**src/rtl/div_seq_if.sv**
```systemverilog
// Operand/result bundle between the E stage and the iterative divider.
interface div_seq_if #(
  parameter int unsigned WIDTH = 32
);
  logic             start;
  logic             signed_div;
  logic [WIDTH-1:0] a;
  logic [WIDTH-1:0] b;
  logic             annul;
  logic             stall_div;
  logic             ready;
  logic [WIDTH-1:0] hi;
  logic [WIDTH-1:0] lo;

  modport master (
    output start, signed_div, a, b, annul,
    input  stall_div, ready, hi, lo
  );

  modport slave (
    input  start, signed_div, a, b, annul,
    output stall_div, ready, hi, lo
  );
endinterface

```
**src/rtl/div_seq.sv**
```systemverilog
// One-bit-per-cycle restoring divider (DIV/DIVU) that stalls F/D/E while busy.
// Optional DIV_ZERO_SHORTCUT_EN: a zero divisor finishes in one cycle.
module div_seq #(
  parameter int unsigned WIDTH = 32
) (
  input logic     clk,
  input logic     resetn,
  div_seq_if.slave bus
);
  localparam int unsigned CW = $clog2(WIDTH + 1);

  typedef enum logic [1:0] {IDLE, BUSY, DONE} state_t;

  state_t           state, state_n;
  logic [CW-1:0]    cnt;
  logic [WIDTH:0]   rem;
  logic [WIDTH-1:0] quo;
  logic [WIDTH-1:0] dvs;
  logic             neg_q;
  logic             neg_r;
  logic [WIDTH-1:0] hi_r;
  logic [WIDTH-1:0] lo_r;
  logic             ready_r;

  logic             accept;
  logic             last;
  logic             a_neg;
  logic             b_neg;
  logic [WIDTH:0]   shifted;
  logic [WIDTH:0]   rem_n;
  logic [WIDTH-1:0] quo_n;

  assign accept = (state == IDLE) && bus.start && !bus.annul;
  assign last   = (cnt == CW'(WIDTH - 1));
  assign a_neg  = bus.signed_div && bus.a[WIDTH-1];
  assign b_neg  = bus.signed_div && bus.b[WIDTH-1];

  // Restoring step: dividend bits shift out of quo into rem.
  always_comb begin
    shifted = {rem[WIDTH-1:0], quo[WIDTH-1]};
    rem_n   = shifted;
    quo_n   = {quo[WIDTH-2:0], 1'b0};
    if (shifted >= {1'b0, dvs}) begin
      rem_n    = shifted - {1'b0, dvs};
      quo_n[0] = 1'b1;
    end
  end

  always_comb begin
    state_n = state;
    case (state)
      IDLE: begin
        if (accept) begin
          state_n = BUSY;
`ifdef DIV_ZERO_SHORTCUT_EN
          if (bus.b == '0) state_n = DONE;
`endif
        end
      end
      BUSY:    if (last) state_n = DONE;
      DONE:    state_n = IDLE;
      default: state_n = IDLE;
    endcase
    if (bus.annul) state_n = IDLE;
  end

  always_ff @(posedge clk or negedge resetn) begin
    if (!resetn) state <= IDLE;
    else         state <= state_n;
  end

  always_ff @(posedge clk or negedge resetn) begin
    if (!resetn) begin
      cnt     <= '0;
      rem     <= '0;
      quo     <= '0;
      dvs     <= '0;
      neg_q   <= 1'b0;
      neg_r   <= 1'b0;
      hi_r    <= '0;
      lo_r    <= '0;
      ready_r <= 1'b0;
    end else begin
      ready_r <= (state_n == DONE);
      case (state)
        IDLE: begin
          if (accept) begin
            rem   <= '0;
            cnt   <= '0;
            quo   <= a_neg ? -bus.a : bus.a;
            dvs   <= b_neg ? -bus.b : bus.b;
            neg_q <= a_neg ^ b_neg;
            neg_r <= a_neg;
`ifdef DIV_ZERO_SHORTCUT_EN
            if (bus.b == '0) begin
              hi_r <= bus.a;
              lo_r <= a_neg ? WIDTH'(1) : '1;
            end
`endif
          end
        end
        BUSY: begin
          if (!bus.annul) begin
            rem <= rem_n;
            quo <= quo_n;
            cnt <= cnt + 1'b1;
            // Results land on the final step so they are valid throughout DONE.
            if (last) begin
              lo_r <= neg_q ? -quo_n : quo_n;
              hi_r <= neg_r ? -rem_n[WIDTH-1:0] : rem_n[WIDTH-1:0];
            end
          end
        end
        default: ;
      endcase
    end
  end

  // Gated by resetn so every output reads 0 while reset is asserted.
  assign bus.stall_div = resetn && !bus.annul &&
                         (((state == IDLE) && bus.start) || (state == BUSY));
  assign bus.ready     = ready_r;
  assign bus.hi        = hi_r;
  assign bus.lo        = lo_r;
endmodule

```
**src/flat_wrapper.sv**
```systemverilog
// flat-port wrapper written by rule: the top's interface ports become plain ports
module div_seq_flat 
#(
  parameter int unsigned WIDTH = 32
)
  (clk, resetn, bus_start, bus_signed_div, bus_a, bus_b, bus_annul, bus_stall_div, bus_ready, bus_hi, bus_lo);
  div_seq_if #(.WIDTH(WIDTH)) bus_i ();
  input logic clk;
  input logic resetn;
  input wire logic [$bits(bus_i.start)-1:0] bus_start;
  input wire logic [$bits(bus_i.signed_div)-1:0] bus_signed_div;
  input wire logic [$bits(bus_i.a)-1:0] bus_a;
  input wire logic [$bits(bus_i.b)-1:0] bus_b;
  input wire logic [$bits(bus_i.annul)-1:0] bus_annul;
  output wire logic [$bits(bus_i.stall_div)-1:0] bus_stall_div;
  output wire logic [$bits(bus_i.ready)-1:0] bus_ready;
  output wire logic [$bits(bus_i.hi)-1:0] bus_hi;
  output wire logic [$bits(bus_i.lo)-1:0] bus_lo;
  assign bus_i.start = bus_start;
  assign bus_i.signed_div = bus_signed_div;
  assign bus_i.a = bus_a;
  assign bus_i.b = bus_b;
  assign bus_i.annul = bus_annul;
  assign bus_stall_div = bus_i.stall_div;
  assign bus_ready = bus_i.ready;
  assign bus_hi = bus_i.hi;
  assign bus_lo = bus_i.lo;
  div_seq #(.WIDTH(WIDTH)) u_core (.clk(clk), .resetn(resetn), .bus(bus_i));
endmodule
```
**config.mk**
```make
export PLATFORM = sky130hd
export DESIGN_NAME = div_seq_flat
export DESIGN_NICKNAME = d
export VERILOG_FILES = /design/src/rtl/div_seq_if.sv /design/src/rtl/div_seq.sv /design/src/flat_wrapper.sv
export SDC_FILE = /design/constraint.sdc
export NUM_CORES = 1
export LEC_CHECK = 0
export CAP_MARGIN = 20
export CORE_ASPECT_RATIO = 0.75
export CORE_MARGIN = 8
export CORE_UTILIZATION = 55
export DETAILED_ROUTE_END_ITERATION = 16
export GPL_TIMING_DRIVEN = 0
export PLACE_DENSITY_LB_ADDON = 0.25
export SLEW_MARGIN = 20
export SYNTH_ARGS = -nofsm -noshare
export SYNTH_HDL_FRONTEND = slang
export SYNTH_SLANG_ARGS = --single-unit
```
**constraint.sdc**
```tcl
create_clock -name clk -period 5.9 [get_ports clk]
set_clock_uncertainty 0.1 [all_clocks]
set_input_delay 0.885 -clock clk [delete_from_list [all_inputs] [get_ports clk]]
set_output_delay 0.885 -clock clk [all_outputs]
set_load 0.05 [all_outputs]
```
==> results by group, run 1 <==
Yosys
  • Number of library cell types mapped by synthesis: 74
  • EDFF count, synth: 0
  • Post-Syn Nets: 1582
  • Synth Flop Type: dfrtp_1
  • Syn_area_per_cell: 8.07 sq um
  • Synthesis warning total: 0
  • Post-Syn Instances: 1475
  • Yosys reg bits: 171
  • Post-synthesis sequential area ratio: 35.9%
  • Synth Cell Area: 0.0119 sq mm
  • Ys async rst share: 100%

Die
  • Die area: 0.0267 sq mm
  • Std-Cell Rows: 46
  • Ports: 135
  • Die X-Extent: 186 microns
  • Core Area: 0.0212 sq mm
  • Initial Util: 56.2%
  • Die Y: 143 microns

Critical path
  • CP Class: reg2reg
  • Critical Path RT: 6.10 ns
  • CP Max Fanout: 13
  • Data arrival, critical path: 5.92 ns
  • RR Startpoint: u_core.rem[21]
  • Crit path cell chain: ha_1, clkbuf_1, and4_1, and2b_1, o2111ai_1, a31oi_4, o21a_4, clkinv_2, buf_4, clkbuf_4, a21oi_2, ha_1, nand2_1, or4_1, mux2i_4, o211a_1, o2111ai_4, o31ai_2, xnor2_1, o21ai_0
  • Slowest library cell on the worst path: or4_1
  • Most frequent CP cell: ha_1
  • Crit-path max cell delay: 0.53 ns
  • R2R setup slack: 0.18 ns
  • Worst R2R Path Depth: 20
  • Startpoint class of the critical path: register
  • RR Endpoint: u_core.bus.hi[30]
  • Kind of end point of the critical path: register

Drt
  • Via density per instance: 6.18
  • DR iter-0 viols: 1291
  • Initial DRT Pass Iterations: 5
  • Vias: 11900
  • ANT nets after route: 0
  • Detailed Route WL: 38.2 mm
  • Drt wl/cell: 19.8 microns
  • DRC violations left: 0

Global routing
  • Number of global-route vias before repair: 11100
  • Initial antenna violation count: 0
  • Overall routing resource usage: 28.6%
  • Pin count of the biggest net entering global routing: 100
  • Total grt overflow: 0
  • First-pass GRT wire length: 59.7 mm

Clocking
  • Largest buffer count on any clock path: 2
  • CTS tree: built
  • Hold buffers post-CTS: 0
  • Skew-Pair Late Insertion Delay: 0.44 ns
  • TritonCTS sink count: 171
  • Htree depth: 4
  • CTS Buf Count: 17
  • Clock root cell: clkbuf_16
  • Clock transition at path regs: 0.08 ns

Power
  • Overall Power: 3.54 mW
  • PD cells: 248 mW/mm^2
  • Worst vdd ir: 0.152 mV
  • LEAKAGE: 6.10 nW

Worst hold path
  • Type of the tightest min-delay check: in2async

Layout
  • Final Net Count: 1736
  • # fillers: 1824
  • Commonest non-fill, non-tap cell in the layout: nand2_1
  • Antenna Cells: 0
  • Area growth syn-to-layout: 20.0%
  • Storage cell area: 0.00428 sq mm
  • Share of cells above drive strength 1: 5.48%
  • Final cell count without fillers: 1930
  • Commonest non-fill, non-tap cells in the layout: nand2_1, o21ai_0, dfrtp_1
  • Post-route cell area: 0.0143 sq mm
  • Multi-input combinational cell area: 0.00711 sq mm

Timing
  • Least-Margin Pin Slew: 0.933 ns
  • Setup TNS: 0 ns
  • Headroom to the max-slew limit: 37.8%
  • Max Slew Vio Count: 0
  • F_max: 0.175 GHz
  • Hold Violations, Final: 0
  • Final Critical Period: 5.72 ns
  • WHS: 0.286 ns
  • Tcrit/Tclk final: 97.0%
  • Final setup vio count: 0

Place
  • I/O Buffers: 134
  • Instance area at placement: 0.0136 sq mm
  • Placed cell count: 1898
  • DP Wirelength: 29.7 mm
  • Routability cong.: 0.982

Flow run
  • Max-cap violations: 0

Status
  • Status: finished clean
## registers in the layout (all words and copies together) (netlist names)
signal,cells
u_core.bus.hi,32
u_core.bus.lo,32
u_core.dvs,32
u_core.quo,32
u_core.rem,32
u_core.cnt,6
u_core.state,2
u_core.bus.ready,1
u_core.neg_q,1
u_core.neg_r,1
## kinds of logic (layout without fill, tap and decap cells)
family                   Yosys count  count (layout)  synth area share, %
flip-flops                       171             171                 35.9
AO/OA/AOI/OAI                    457             457                 23.3
multiplexers                      26              26                 2.20
XOR/XNOR                         137             137                 10.1
buffers and inverters            142             309                 4.75
adder cells (fa/ha/maj)           38              38                 4.06
AND/OR/NAND/NOR                  504             504                 19.7
## worst max-delay path, delay by kind of cell, from the launching register on
| family | cells | cell delay [ns] |
|---|---|---|
| AO/OA/AOI/OAI | 8 | 1.98 |
| XOR/XNOR | 1 | 0.15 |
| flip-flops | 1 | 0.47 |
| buffers and inverters | 4 | 1.01 |
| AND/OR/NAND/NOR | 4 | 1.06 |
| multiplexers | 1 | 0.24 |
| adder cells (fa/ha/maj) | 2 | 0.56 |
## through the flow
| step | worst slack (ns) | utilization (%) |
|---|---|---|
| 6_report | 0.178 | 67.5 |
| 5_1_grt | -0.0643 | 67.5 |
| 4_1_cts | 0.0251 | 67.4 |
| 3_5_place_dp | -0.664 | 64.4 |
| 3_3_place_gp | -3.22 | 64.2 |
| 2_1_floorplan | 0.904 | - |
## cell usage after synthesis (all sizes together) (8+ instances only)
cell type / number / area, sq um
a21o: 16 / 120
a21oi: 50 / 262
a31oi: 22 / 159
and2: 10 / 62.6
buf: 27 / 133
clkbuf: 58 / 219
dfrtp: 171 / 4280
ha: 37 / 463
inv: 57 / 214
mux2i: 25 / 250
nand2: 266 / 998
nand2b: 8 / 50.1
nand3: 15 / 75.1
nand3b: 8 / 60.1
nand4: 12 / 75.1
nor2: 69 / 259
nor3: 29 / 145
nor4: 22 / 144
o211ai: 8 / 60.1
o21a: 8 / 67.6
o21ai: 258 / 1300
o31ai: 32 / 245
o41ai: 16 / 155
or3: 18 / 113
or4: 10 / 75.1
xnor2: 60 / 526
xor2: 77 / 674
## repair_timing
action                                  CTS  global route
buffers inserted                          1             0
pin swaps                                 1             0
gates resized for setup                   6             8
endpoints found under the setup margin   11             9
## cell type report
type	instances	share of cell area, %
buffer	84	2.48
clock inverter	14	1.07
inverter	57	1.51
clock buffer	18	3.07
tap	288	2.52
timing repair buffer	136	9.67
multi-input combinational	1162	49.7
sequential	171	29.9
## worst max-delay path by stage
stage	startpoint	endpoint	slack (ns)	depth (start not counted)
6_report	u_core.rem[21]	u_core.bus.hi[30]	0.18	20
5_1_grt	u_core.rem[6]	u_core.bus.hi[30]	-0.06	20
4_1_cts	u_core.rem[2]	u_core.bus.hi[30]	0.03	22
3_5_place_dp	u_core.rem[11]	u_core.bus.hi[30]	-0.66	22
3_3_place_gp	resetn	bus_stall_div	-3.22	4
2_1_floorplan	u_core.rem[2]	u_core.bus.hi[30]	0.90	22
## power by group
group          total, mW  switching (mW)  leakage (nW)  internal [mW]
Combinational       1.01           0.639          3.54          0.369
Clock               1.14           0.528         0.286          0.611
Sequential          1.39           0.130          2.28           1.26
## layer usage
| layer | wire length, microns | global-route usage (%) |
|---|---|---|
| met5 | 0 | 0 |
| met4 | 548 | 7.46 |
| met3 | 5060 | 8.63 |
| met2 | 15300 | 39.6 |
| met1 | 17400 | 42.2 |
(Power assumes the default switching activity.)
==> run 2, diff against run 1 <==
--- a/config.mk
+++ b/config.mk
@@ -10,6 +10,7 @@
 export CORE_MARGIN = 8
 export CORE_UTILIZATION = 55
 export DETAILED_ROUTE_END_ITERATION = 16
+export GPL_ROUTABILITY_DRIVEN = 1
 export GPL_TIMING_DRIVEN = 0
 export PLACE_DENSITY_LB_ADDON = 0.25
 export SLEW_MARGIN = 20
==> constraint.sdc (replaced) <==
create_clock -name clk -period 5.8 [get_ports clk]
set_clock_uncertainty 0.1 [all_clocks]
set_input_delay 0.87 -clock clk [delete_from_list [all_inputs] [get_ports clk]]
set_output_delay 0.87 -clock clk [all_outputs]
set_load 0.05 [all_outputs]
==> results by group, run 2 (same netlist as run 1, synthesis figures left out) <==
Timing
  • F_max: 0.179 GHz
  • Final Critical Period: 5.59 ns
  • WHS: 0.272 ns
  • Final setup vio count: 0
  • Tcrit/Tclk final: 96.4%
  • Hold Violations, Final: 0
  • Least-Margin Pin Slew: 0.953 ns
  • Setup TNS: 0 ns
  • Unrepaired setup endpoints after global routing: false
  • Headroom to the max-slew limit: 36.5%
  • Max Slew Vio Count: 0

Critical path
  • R2R setup slack: 0.21 ns
  • CP Class: reg2reg
  • Data arrival, critical path: 5.79 ns
  • CP Max Fanout: 13
  • Kind of end point of the critical path: register
  • Startpoint class of the critical path: register
  • Critical Path RT: 6.00 ns

Drt
  • Vias: 11800
  • Initial DRT Pass Iterations: 7
  • ANT nets after route: 0
  • Detailed Route WL: 38.2 mm
  • DR iter-0 viols: 1240
  • Drt wl/cell: 19.8 microns
  • DRC violations left: 0
  • Via density per instance: 6.12

Clocking
  • CTS tree: built
  • Clock root cell: clkbuf_16
  • Skew-Pair Late Insertion Delay: 0.44 ns
  • CTS Buf Count: 17
  • TritonCTS sink count: 171
  • Largest buffer count on any clock path: 2
  • Clock transition at path regs: 0.08 ns
  • Htree depth: 4
  • Hold buffers post-CTS: 0

Die
  • Core Area: 0.0212 sq mm
  • Ports: 135
  • Die Y: 143 microns
  • Initial Util: 56.2%
  • Die area: 0.0267 sq mm
  • Die X-Extent: 186 microns
  • Std-Cell Rows: 46

Power
  • PD cells: 252 mW/mm^2
  • LEAKAGE: 6.11 nW
  • Worst vdd ir: 0.147 mV

Global routing
  • Overall routing resource usage: 28.6%
  • Total grt overflow: 0
  • Number of global-route vias before repair: 11100
  • Pin count of the biggest net entering global routing: 100
  • Initial antenna violation count: 0
  • First-pass GRT wire length: 59.7 mm

Layout
  • Final cell count without fillers: 1931
  • Share of cells above drive strength 1: 5.66%
  • Commonest non-fill, non-tap cell in the layout: nand2_1
  • Area growth syn-to-layout: 20.3%
  • Antenna Cells: 0
  • Final Net Count: 1737
  • Commonest non-fill, non-tap cells in the layout: nand2_1, o21ai_0, dfrtp_1
  • Fin util: 67.6%

Flow run
  • Max-cap violations: 0

Place
  • DP Wirelength: 29.7 mm
  • I/O Buffers: 134
  • Routability cong.: 0.982
  • Placed cell count: 1898

Worst hold path
  • Type of the tightest min-delay check: in2async

Status
  • Status: finished clean
==> run 2: routing by layer <==
metal	vias to the layer above	wire length, microns	track usage, %
li1	5542	-	-
met2	624	15200	39.6
met1	5595	17400	42.2
met3	63	5060	8.83
met5	-	0	0
met4	0	583	7.38
==> run 2: repair_timing <==
action | 4_1_cts | 5_1_grt
buffers inserted | 1 | 1
pin swaps | 1 | 1
setup endpoints to repair | 12 | 10
gates resized for setup | 8 | 13
==> run 2: final timing paths <==
check                            startpoint                 to  depth (start not counted)
max                          u_core.rem[19]  u_core.bus.hi[26]                         20
min                                  resetn     u_core.quo[12]                          1
min reg2reg                u_core.bus.hi[9]   u_core.bus.hi[9]                          2
max reg2reg                  u_core.rem[19]  u_core.bus.hi[26]                         20
min in group clk           u_core.bus.hi[9]   u_core.bus.hi[9]                          2
max in group asynchronous            resetn  u_core.bus.hi[19]                          2
==> run 2: worst max-delay path: stages (launching register included) <==
cell	delay [ns]
dfrtp_1	0.49
ha_1	0.35
buf_2	0.19
a31oi_1	0.22
o21ai_0	0.29
or3b_4	0.48
o21a_4	0.26
inv_4	0.16
buf_4	0.23
clkbuf_4	0.25
nor2_1	0.07
a21oi_2	0.22
ha_2	0.25
nand2_1	0.07
or4_1	0.53
mux2i_4	0.25
o211a_1	0.24
o2111ai_4	0.26
o21ai_0	0.31
xnor2_1	0.14
o21ai_0	0.09
==> run 2: layout make-up <==
| type | count | area (sq um) |
|---|---|---|
| sequential | 171 | 4280 |
| timing repair buffer | 137 | 1390 |
| buffer | 84 | 354 |
| clock inverter | 14 | 153 |
| tap | 288 | 360 |
| inverter | 57 | 216 |
| multi-input combinational | 1162 | 7140 |
| fill | 1822 | 6850 |
| clock buffer | 18 | 439 |
==> run 2: stage by stage <==
step	cell area (sq um)	power [mW]	setup WS (ns)
3_3_place_gp	13600	2.37	-3.29
2_1_floorplan	11900	2.04	0.804
5_1_grt	14300	3.76	0.00617
6_report	14300	3.61	0.207
3_5_place_dp	13600	2.40	-0.764
4_1_cts	14300	3.57	0.0101
==> run 2: report_power, final <==
group | switching (mW) | internal (mW) | leakage, nW
combinational | 0.656 | 0.379 | 3.55
sequential | 0.134 | 1.28 | 2.28
clock | 0.539 | 0.621 | 0.286
==> run 3, diff against run 2 <==
--- a/config.mk
+++ b/config.mk
@@ -5,6 +5,7 @@
 export SDC_FILE = /design/constraint.sdc
 export NUM_CORES = 1
 export LEC_CHECK = 0
+export ABC_CLOCK_PERIOD_IN_PS = 5800
 export CAP_MARGIN = 20
 export CORE_ASPECT_RATIO = 0.75
 export CORE_MARGIN = 8
==> results of run 3 <==
The final DEF is identical to that of run 2; final timing and power are the same.
